--- src/rtl/hazard_scheduler.sv ---
// ----------------------------------------------------------------------------
// hazard_scheduler
// ID-stage stall/flush controller for the 5-stage MIPS pipeline.
// Stalls the front end on load-use hazards and on MDU accesses while the
// multi-cycle mult/div unit is busy. Squashes IF/ID on a taken branch and
// counts stalled cycles.
//
// Parameters:
//   MDU_LAT  cycles the MDU stays busy after a mult/div issues (>= 1)
//   CNT_W    width of the stall performance counter
//
// Ports:
//   clk_i           clock
//   rst_i           synchronous reset, active-high
//   ID_rs_i         rs field of the instruction in ID
//   ID_rt_i         rt field of the instruction in ID
//   ID_uses_rt_i    ID instruction reads rt as a source
//   ID_mdu_start_i  ID instruction is mult/multu/div/divu
//   ID_mdu_read_i   ID instruction is mfhi/mflo
//   EX_MemRead_i    EX instruction is a load
//   EX_target_i     destination register of the EX instruction
//   branch_taken_i  branch/jump in ID resolved taken
//   PC_write_o      PC register enable
//   IFID_write_o    IF/ID register enable
//   IFID_flush_o    zero IF/ID on the next edge
//   IDEX_bubble_o   load NOP controls into ID/EX
//   mdu_busy_o      MDU occupied
//   stall_cause_o   {mdu, load-use} stall reasons
//   stall_cnt_o     stalled cycles since reset (saturating)
//
// All outputs are combinational from the inputs and the registered state so
// the pipeline can act on them in the same cycle.
// ----------------------------------------------------------------------------
module hazard_scheduler #(
    parameter int unsigned MDU_LAT = 4,
    parameter int unsigned CNT_W   = 16
) (
    input  logic             clk_i,
    input  logic             rst_i,
    input  logic [4:0]       ID_rs_i,
    input  logic [4:0]       ID_rt_i,
    input  logic             ID_uses_rt_i,
    input  logic             ID_mdu_start_i,
    input  logic             ID_mdu_read_i,
    input  logic             EX_MemRead_i,
    input  logic [4:0]       EX_target_i,
    input  logic             branch_taken_i,
    output logic             PC_write_o,
    output logic             IFID_write_o,
    output logic             IFID_flush_o,
    output logic             IDEX_bubble_o,
    output logic             mdu_busy_o,
    output logic [1:0]       stall_cause_o,
    output logic [CNT_W-1:0] stall_cnt_o
);

    localparam int unsigned MDU_W = $clog2(MDU_LAT + 1);
    localparam logic [MDU_W-1:0] MDU_LOAD = MDU_W'(MDU_LAT);

    logic [MDU_W-1:0] mdu_cnt;
    logic [CNT_W-1:0] stall_cnt;

    logic target_nz;
    logic rs_match;
    logic rt_match;
    logic lu;
    logic md;
    logic stall;
    logic mdu_busy;
    logic mdu_access;
    logic issue;
    logic cnt_sat;

    // Hazard detection; $0 is hardwired so a load into it never conflicts.
    always_comb begin
        target_nz  = (EX_target_i != 5'd0);
        rs_match   = (EX_target_i == ID_rs_i);
        rt_match   = ID_uses_rt_i && (EX_target_i == ID_rt_i);
        lu         = EX_MemRead_i && target_nz && (rs_match || rt_match);
        mdu_busy   = (mdu_cnt != '0);
        mdu_access = ID_mdu_start_i || ID_mdu_read_i;
        md         = mdu_busy && mdu_access;
        stall      = lu || md;
        issue      = ID_mdu_start_i && !stall;
        cnt_sat    = &stall_cnt;
    end

    // Output decode; reset forces a safe, fully-stalled front end.
    always_comb begin
        PC_write_o    = 1'b0;
        IFID_write_o  = 1'b0;
        IFID_flush_o  = 1'b1;
        IDEX_bubble_o = 1'b1;
        mdu_busy_o    = 1'b0;
        stall_cause_o = 2'b00;
        if (!rst_i) begin
            PC_write_o    = !stall;
            IFID_write_o  = !stall;
            // Stall wins over flush: the branch stays in ID and re-resolves.
            IFID_flush_o  = branch_taken_i && !stall;
            IDEX_bubble_o = stall;
            mdu_busy_o    = mdu_busy;
            stall_cause_o = {md, lu};
        end
    end

    assign stall_cnt_o = stall_cnt;

    // MDU occupancy countdown; reset aborts an operation in flight.
    always_ff @(posedge clk_i) begin
        if (rst_i) begin
            mdu_cnt <= '0;
        end else if (issue) begin
            mdu_cnt <= MDU_LOAD;
        end else if (mdu_busy) begin
            mdu_cnt <= mdu_cnt - MDU_W'(1);
        end
    end

    // Saturating stall-cycle performance counter.
    always_ff @(posedge clk_i) begin
        if (rst_i) begin
            stall_cnt <= '0;
        end else if (stall && !cnt_sat) begin
            stall_cnt <= stall_cnt + CNT_W'(1);
        end
    end

endmodule

--- config.mk ---
export PLATFORM = sky130hd
export DESIGN_NAME = hazard_scheduler
export DESIGN_NICKNAME = d
export VERILOG_FILES = /design/src/rtl/hazard_scheduler.sv
export SDC_FILE = /design/constraint.sdc
export NUM_CORES = 1
export LEC_CHECK = 0
export ABC_AREA = 0
export CORE_ASPECT_RATIO = 0.75
export CORE_MARGIN = 2
export CORE_UTILIZATION = 39
export DETAILED_ROUTE_END_ITERATION = 16
export PLACE_DENSITY_LB_ADDON = 0.3
export SLEW_MARGIN = 20
export SYNTH_ARGS = -nofsm -noshare
export SYNTH_HDL_FRONTEND = slang
export SYNTH_SLANG_ARGS = --single-unit
--- constraint.sdc ---
create_clock -name clk_i -period 2.8 [get_ports clk_i]
set_input_delay 0.84 -clock clk_i [delete_from_list [all_inputs] [get_ports clk_i]]
set_output_delay 0.84 -clock clk_i [all_outputs]
set_load 0.005 [all_outputs]
==> metrics.md, run 1 <==
| Metric | Value |
|---|---|
| Initial core utilization | 40.0% |
| CP Launch Type | input port |
| Combinational share of power | 58.6% |
| Width of the die | 66.9 um |
| Clock share of power | approximately 16% |
| Worst-Skew Late Latency | between 0.2 and 0.3 ns |
| DP Area | 0.00171 mm2 |
| Critical Path End Type | output port |
| Layout cells sized above 1 | roughly 31% |
| H-tree depth | 1 |
| Syn_nets | approximately 170 |
| R2r setup slk | 0.50 ns |
| Switching share of power | 34.5% |
| Final Skew | around 0.0071 ns |
| DRT Pass-1 Iters | 4 |
| CP Class | input port to output port |
| R2r worst-path depth | 10 |
| Worst setup path end | stall_cause_o[0] |
| Standby leakage power | 0.757 nW |
| Worst Path Arrival | 2.18 ns |
| Power per Cell Area | about 630 mW/mm2 |
| Clk sinks | 19 |
| Max Root-Sink Buffers | 2 |
| Starting DRC count in detailed routing | 74 |
| Post-Syn Instances | 145 |
| Library cells used by synthesis | 31 |
| Post-Syn Area | 0.00116 mm2 |
| WP data required | 1.96 ns |
| Layout Nets | 239 |
| RSZ-0062 raised after global routing | true |
| Initial antenna violation count | 0 |
| Reg clk slew, reported paths | roughly 0.080 ns |
| Crit Path Max Fanout | 2 |
| Die Y | 51.2 um |
| # DRC | 0 |
| Yosys top cell by area | dfxtp_1 |
| Synth Register Bits | 19 |
| Rows | 17 |
| Yosys warns | 0 |
| Asr flop ratio synth | 0% |
| Final period util | 108% |
| Ports | 45 |
| Antenna diode count | 0 |
| Final core occ | 69.3% |
| Synth area leaders | dfxtp_1 33%, xnor2_1 7.6%, o31ai_1 7.1% |
| Fmax | about 330 MHz |
| Slew Limit Headroom | 77.9% |
| Routed via count | approximately 1,300 |
| Period minus WS final | 3.02 ns |
| Area growth, synth to finish | 73.3% |
| Total net switching power | between 0.4 and 0.5 mW |
| CTS root buf | clkbuf_8 |
| Synth top cells by count | 19 x dfxtp_1, 15 x a21oi_1, 11 x nor2_1, 11 x o31ai_1 |
| Fraction of power consumed by sequential logic | between 20% and 30% |
| Internal cell power | 0.826 mW |
| Largest net degree at the start of global routing | 21 |
| Vias per std cell | 5.38 |
| CTS tree | yes |
| Min Hold Slack | 0.496 ns |
| Overflow after GRT | 0 |
| CP startpoint | ID_rs_i[3] |
| Routed Wire Length | 3.69 mm |
| Critical R2R Launch | mdu_cnt[0] |
| EDFF count, synth | 0 |
| Worst reg2reg endpoint | stall_cnt_o[8] |
| Failing checks | setup timing |
| Final Hold Fails | 0 |
| Overall routing resource usage | 23.3% |
| Dpl ws | -0.913 ns |
| HPWL Detailed | ~2.3 mm |
| Worst hold-check path type | flop to flop |
| Post-synth top area share | 32.9% |
| Routability cong. | 0.754 |
| Most frequent cell after synthesis | dfxtp_1 |
| Worst slew pin tran | between 0.3 and 0.4 ns |
| Post-synth top flop | dfxtp_1 |
| Drt wl/cell | 14.8 um |
| Max cap viols | 0 |
| Final worst-path setup slack | -0.219 ns |
| First-pass GRT wire length | 5.95 mm |
| Setup Viol. Count Final | 17 |
| Fin. max-slew vios | 0 |
| Final instance area | 0.00201 mm2 |
| CTS Buf Count | 3 |
| Buffers on Ports | 44 |
| Die area | 0.00342 mm2 |
| Outcome | finished with violations |
| Final antenna-violating net count | 0 |
| Avg Cell Area, Syn | 7.98 um2 |
| Vias in the first global route | 1,303 |
| Sequential cell area fraction in the yosys report | 32.9% |
| VDD IR-drop max | between 0.3 and 0.4 mV |
| CORE AREA | 0.00289 mm2 |
## power groups by stage
stage	Clock, mW	Sequential, mW	Combinational, mW
after floorplan	0	0.327	0.321
after global placement	0	0.327	0.470
after detailed placement	0	0.330	0.493
after CTS	0.199	0.324	0.701
after global routing	0.215	0.327	0.793
final	0.198	0.324	0.739
## critical path, stage by stage
cell	delay, ns
dlygate4sd2_1	0.24
xnor2_1	0.13
nand2_1	0.09
o22ai_2	0.21
buf_6	0.14
nand2b_4	0.06
buf_4	0.13
buf_6	0.11
nor2_4	0.10
buf_2	0.13
## sequential cells by signal, summed over array words and instances, names as in the netlist
name and count:
stall_cnt_o 16, mdu_cnt 3
## kinds of logic (layout without fill, tap and decap cells)
| family | after synthesis | count (layout) | share of synthesized area (%) |
|---|---|---|---|
| compound gates | 38 | 38 | 20.4 |
| xor+xnor | 11 | 11 | 8.32 |
| simple gates | 54 | 54 | 24.9 |
| fa+ha+maj | 4 | 4 | 4.32 |
| mux | 1 | 1 | 0.865 |
| buf+inv | 18 | 85 | 8.32 |
| flops | 19 | 19 | 32.9 |
## how the worst min path moves through the flow
stage                     from         end  slack (ns)  cells after the start
floorplan           mdu_cnt[1]  mdu_cnt[1]        0.45                      2
global placement    mdu_cnt[1]  mdu_cnt[1]        0.46                      2
detailed placement  mdu_cnt[1]  mdu_cnt[1]        0.48                      2
CTS                 mdu_cnt[1]  mdu_cnt[1]        0.50                      2
global route        mdu_cnt[1]  mdu_cnt[1]        0.51                      2
finish              mdu_cnt[1]  mdu_cnt[1]        0.50                      2
## cells in the final DEF (no fill, tap or decap), types with 3 or more instances in the layout
cell type        Yosys  routed
inv_1                9       9
buf_4                1      14
clkdlybuf4s15_1      0       5
nand2_1             10      10
nor2_1              11       9
xnor2_1             10       6
dfxtp_1             19      19
xnor2_2              0       4
nand3_1              6       6
clkdlybuf4s50_1      0      20
or4_1               10       9
dlygate4sd2_1        0       6
or3_1                6       5
o31ai_1             11      10
a21oi_1             15      13
clkbuf_8             0       3
nand4_1              4       4
ha_1                 4       4
o21ai_1              6       4
buf_6                1      14
buf_2                1       6
## final cells by class
cell class / count / area [um2]
clock inverter: 1 / 5.00
multi-input combinational: 108 / 786
tap: 38 / 47.5
fill: 221 / 887
clock buffer: 3 / 41.3
sequential: 19 / 380
inverter: 9 / 33.8
timing repair buffer: 72 / 712
## layer usage
metal / routed length (um) / vias up / track usage, %
li1: - / 654 / -
met1: 1550 / 647 / 28.0
met2: 1880 / 39 / 40.2
met3: 211 / 6 / 5.29
met4: 57 / 0 / 9.18
met5: 0 / - / 0
## stage by stage
stage / setup TNS [ns] / power (mW) / instances
after CTS: -0.937 / 1.22 / 249
after global routing: -2.24 / 1.34 / 250
after global placement: -6.69 / 0.798 / 232
final: -0.849 / 1.26 / 250
after floorplan: -0.0170 / 0.648 / 145
after detailed placement: -7.17 / 0.823 / 232
## repair_timing
item,CTS,global route
endpoints found under the setup margin,7,21
cloned,3,0
gates resized for setup,79,20
hold buffers,0,0
buffers inserted,11,4
pin swaps,21,15
Power figures use the tool's default switching activity.
==> inputs of run 2 (changes only) <==
--- a/config.mk
+++ b/config.mk
@@ -5,10 +5,10 @@
 export SDC_FILE = /design/constraint.sdc
 export NUM_CORES = 1
 export LEC_CHECK = 0
-export ABC_AREA = 0
+export ABC_AREA = 1
 export CORE_ASPECT_RATIO = 0.75
 export CORE_MARGIN = 2
-export CORE_UTILIZATION = 39
+export CORE_UTILIZATION = 40
 export DETAILED_ROUTE_END_ITERATION = 16
 export PLACE_DENSITY_LB_ADDON = 0.3
 export SLEW_MARGIN = 20
==> run 2 against run 1 <==
The run now ends clean. Sequential share of layout area increased by 1.2 points. Global-route usage decreased by 5.3 points. Combinational power decreased by 44%. Routed wire length decreased by 7.0%. Count of clock-buffer cells in the layout increased by 1. Cell count increased by 19%. Sequential power about the same. Register-to-register slack improved by 0.35 ns. Setup slack improved by 0.29 ns. Critical path depth decreased by 5. Critical path type unchanged.
==> metrics.md, run 2 <==
| Metric | Value |
|---|---|
| WP data required | ~2.0 ns |
| Post-synth top area share | 27.5% |
| Die Y | 54.9 um |
| Worst Path Arrival | 1.89 ns |
| Hold Crit Start | stall_cnt_o[14] |
| Outcome | finished, final reports clean |
| DRT Pass-1 Iters | 4 |
| Final Skew | 0.00366 ns |
| Antenna diode count | 0 |
| Period minus WS final | 2.73 ns |
| Final Hold Fails | 0 |
| Worst slew pin tran | approximately 0.36 ns |
| Syn_nets | between 200 and 250 |
| Initial core utilization | about 42% |
| R2r worst-path depth | 9 |
| Initial antenna violation count | 0 |
| CORE AREA | 0.00329 mm2 |
| Commonest non-fill, non-tap cell in the layout | nand2_1 |
| Max cap viols | 0 |
| Layout Nets | ~290 |
| Setup Viol. Count Final | 0 |
| Max reg flops | 16 |
| Yosys warns | 0 |
| Fin. max-slew vios | 0 |
| Worst reg2reg endpoint | stall_cnt_o[10] |
| Post-synth top flop | dfxtp_1 |
| Synth Register Bits | 19 |
| Drt wl/cell | roughly 12 um |
| Buffers on Ports | 44 |
| Placed insts | 294 |
| Most frequent cell after synthesis | nand2_1 |
| CP Class | input port to output port |
| Worst-Skew Late Latency | 0.25 ns |
| CP Launch Type | input port |
| Die area | around 0.0039 mm2 |
| Post-Syn Instances | between 200 and 250 |
| Yosys top cell by area | dfxtp_1 |
| Post-Syn Area | 0.00138 mm2 |
| Dpl ws | -0.642 ns |
| R2r setup slk | 0.85 ns |
| Area growth, synth to finish | 36.3% |
| Vias per std cell | approximately 4.8 |
| Overflow after GRT | 0 |
| Routed via count | around 1,400 |
| EDFF count, synth | 0 |
| Crit Path Max Fanout | 3 |
| Avg Cell Area, Syn | 6.55 um2 |
| Ports | 45 |
| Post-Layout Cell Count | 298 |
| Final worst-path setup slack | 0.0742 ns |
| First-pass GRT wire length | roughly 5.5 mm |
| Commonest cells after routing, fill and taps aside | 59 x nand2_1, 25 x nand3_1, 21 x nor2_1, 21 x clkdlybuf4s50_1 |
| Critical Path End Type | output port |
| VDD IR-drop max | a little under 0.3 mV |
| Hold_buf cts | 0 |
| Starting DRC count in detailed routing | 63 |
| Standby leakage power | 0.810 nW |
| CTS tree | yes |
| Synth top cells by count | 63 x nand2_1, 25 x nand3_1, 25 x nor2_1 |
| Clk sinks | 19 |
| Synth area leaders | dfxtp_1 28%, nand2_1 17%, nand3_1 9.0% |
| Asr flop ratio synth | 0% |
| # DRC | 0 |
| CTS root buf | clkbuf_8 |
| Final period util | a little over nine tenths |
| Vias in the first global route | 1,204 |
| Reg clk slew, reported paths | 0.07 ns |
| Routability cong. | 0.861 |
| Rows | 18 |
| Overall routing resource usage | 18.0% |
| H-tree depth | 1 |
| Power per Cell Area | 493 mW/mm2 |
| Routed Wire Length | around 3.4 mm |
| Max Root-Sink Buffers | 2 |
| Critical R2R Launch | stall_cnt_o[0] |
| Fmax | approximately 370 MHz |
| Sequential cell area fraction in the yosys report | 27.5% |
| Final antenna-violating net count | 0 |
| Slew Limit Headroom | 76.1% |
| Layout cells sized above 1 | 17.8% |
| Hold path cells | 2 |
| HPWL Detailed | 2.56 mm |
| CTS Buf Count | 3 |
| Setup_tns | 0 ns |
| Library cells used by synthesis | 22 |
| Hold Path End | stall_cnt_o[14] |
| Width of the die | 71.9 um |
| Worst hold-check path type | flop to flop |
| Post-CTS Setup Inserts | 0 |
| Largest net degree at the start of global routing | 19 |
## run 2: cell types whose count changed after synthesis, moves of 4 or more
| cell | before | now |
|---|---|---|
| inv_1 | 9 | 20 |
| or3_1 | 6 | 0 |
| o21ai_1 | 6 | 0 |
| or4_1 | 10 | 0 |
| o31ai_1 | 11 | 0 |
| a21oi_1 | 15 | 10 |
| nor2_1 | 11 | 25 |
| xor2_1 | 1 | 8 |
| inv_2 | 0 | 4 |
| a21oi_2 | 0 | 8 |
| nand3_1 | 6 | 25 |
| nand2_1 | 10 | 63 |
## run 2: layout make-up
cell class	instances	area, um2
fillers	311	1400
multi-input cells	161	892
repair buffers	50	427
flip-flops and latches	19	380
inverters	24	90.1
well taps	40	50.0
clock buffers	4	45.0
## run 2: worst max-delay path, cell delays in order
cell	delay, ns
clkdlybuf4s50_1	0.44
o21bai_2	0.21
nand2_4	0.09
nor2_4	0.09
clkdlybuf4s15_1	0.21
## run 2: worst max path at each step
| stage | end | slack [ns] | from | cells past startpoint |
|---|---|---|---|---|
| finish | IFID_write_o | 0.07 | ID_mdu_start_i | 5 |
| detailed placement | IDEX_bubble_o | -0.64 | EX_target_i[3] | 12 |
| global route | IFID_flush_o | -0.01 | ID_rs_i[2] | 13 |
| floorplan | PC_write_o | 0.05 | EX_target_i[3] | 10 |
| global placement | IDEX_bubble_o | -0.65 | EX_target_i[3] | 12 |
| CTS | IFID_write_o | -0.02 | EX_target_i[2] | 11 |
## run 2: metrics by stage
step                power [mW]  utilization (%)  hold slack [ns]  area, um2
floorplan                0.593                -            0.474       1380
global placement         0.732             56.7            0.486       1860
detailed placement       0.744             56.7            0.496       1860
CTS                      0.935             58.0            0.508       1910
global route             0.995             57.3            0.521       1880
finish                   0.928             57.3            0.505       1880
## run 2: kinds of logic after synthesis
logic type                 synth area share [%]
AOI/OAI and AO/OA                          9.96
buffers and inverters                      10.4
DFF                                        27.5
xor gates and xnor gates                   10.1
and+or+nand+nor                            38.4
adders and majority gates                  3.62
## run 2: where the power goes
group,internal (mW),total (mW),switching [mW]
Clock,0.101,0.190,0.0886
Sequential,0.298,0.325,0.0272
Combinational,0.185,0.413,0.228
## run 2: per-layer routing
layer	share of wire, %	vias up	global-route usage (%)
met5	0	-	0
met4	0.41	0	2.83
met3	4.5	2	5.07
met2	43	20	28.7
met1	53	641	25.1
li1	-	757	-
## run 2: what timing repair did
action                                  in CTS  in global routing
endpoints found under the setup margin       7                  5
cloned                                       0                  0
hold endpoints to repair                     0                  0
resized for setup                           41                 23
pin swaps                                   12                 10
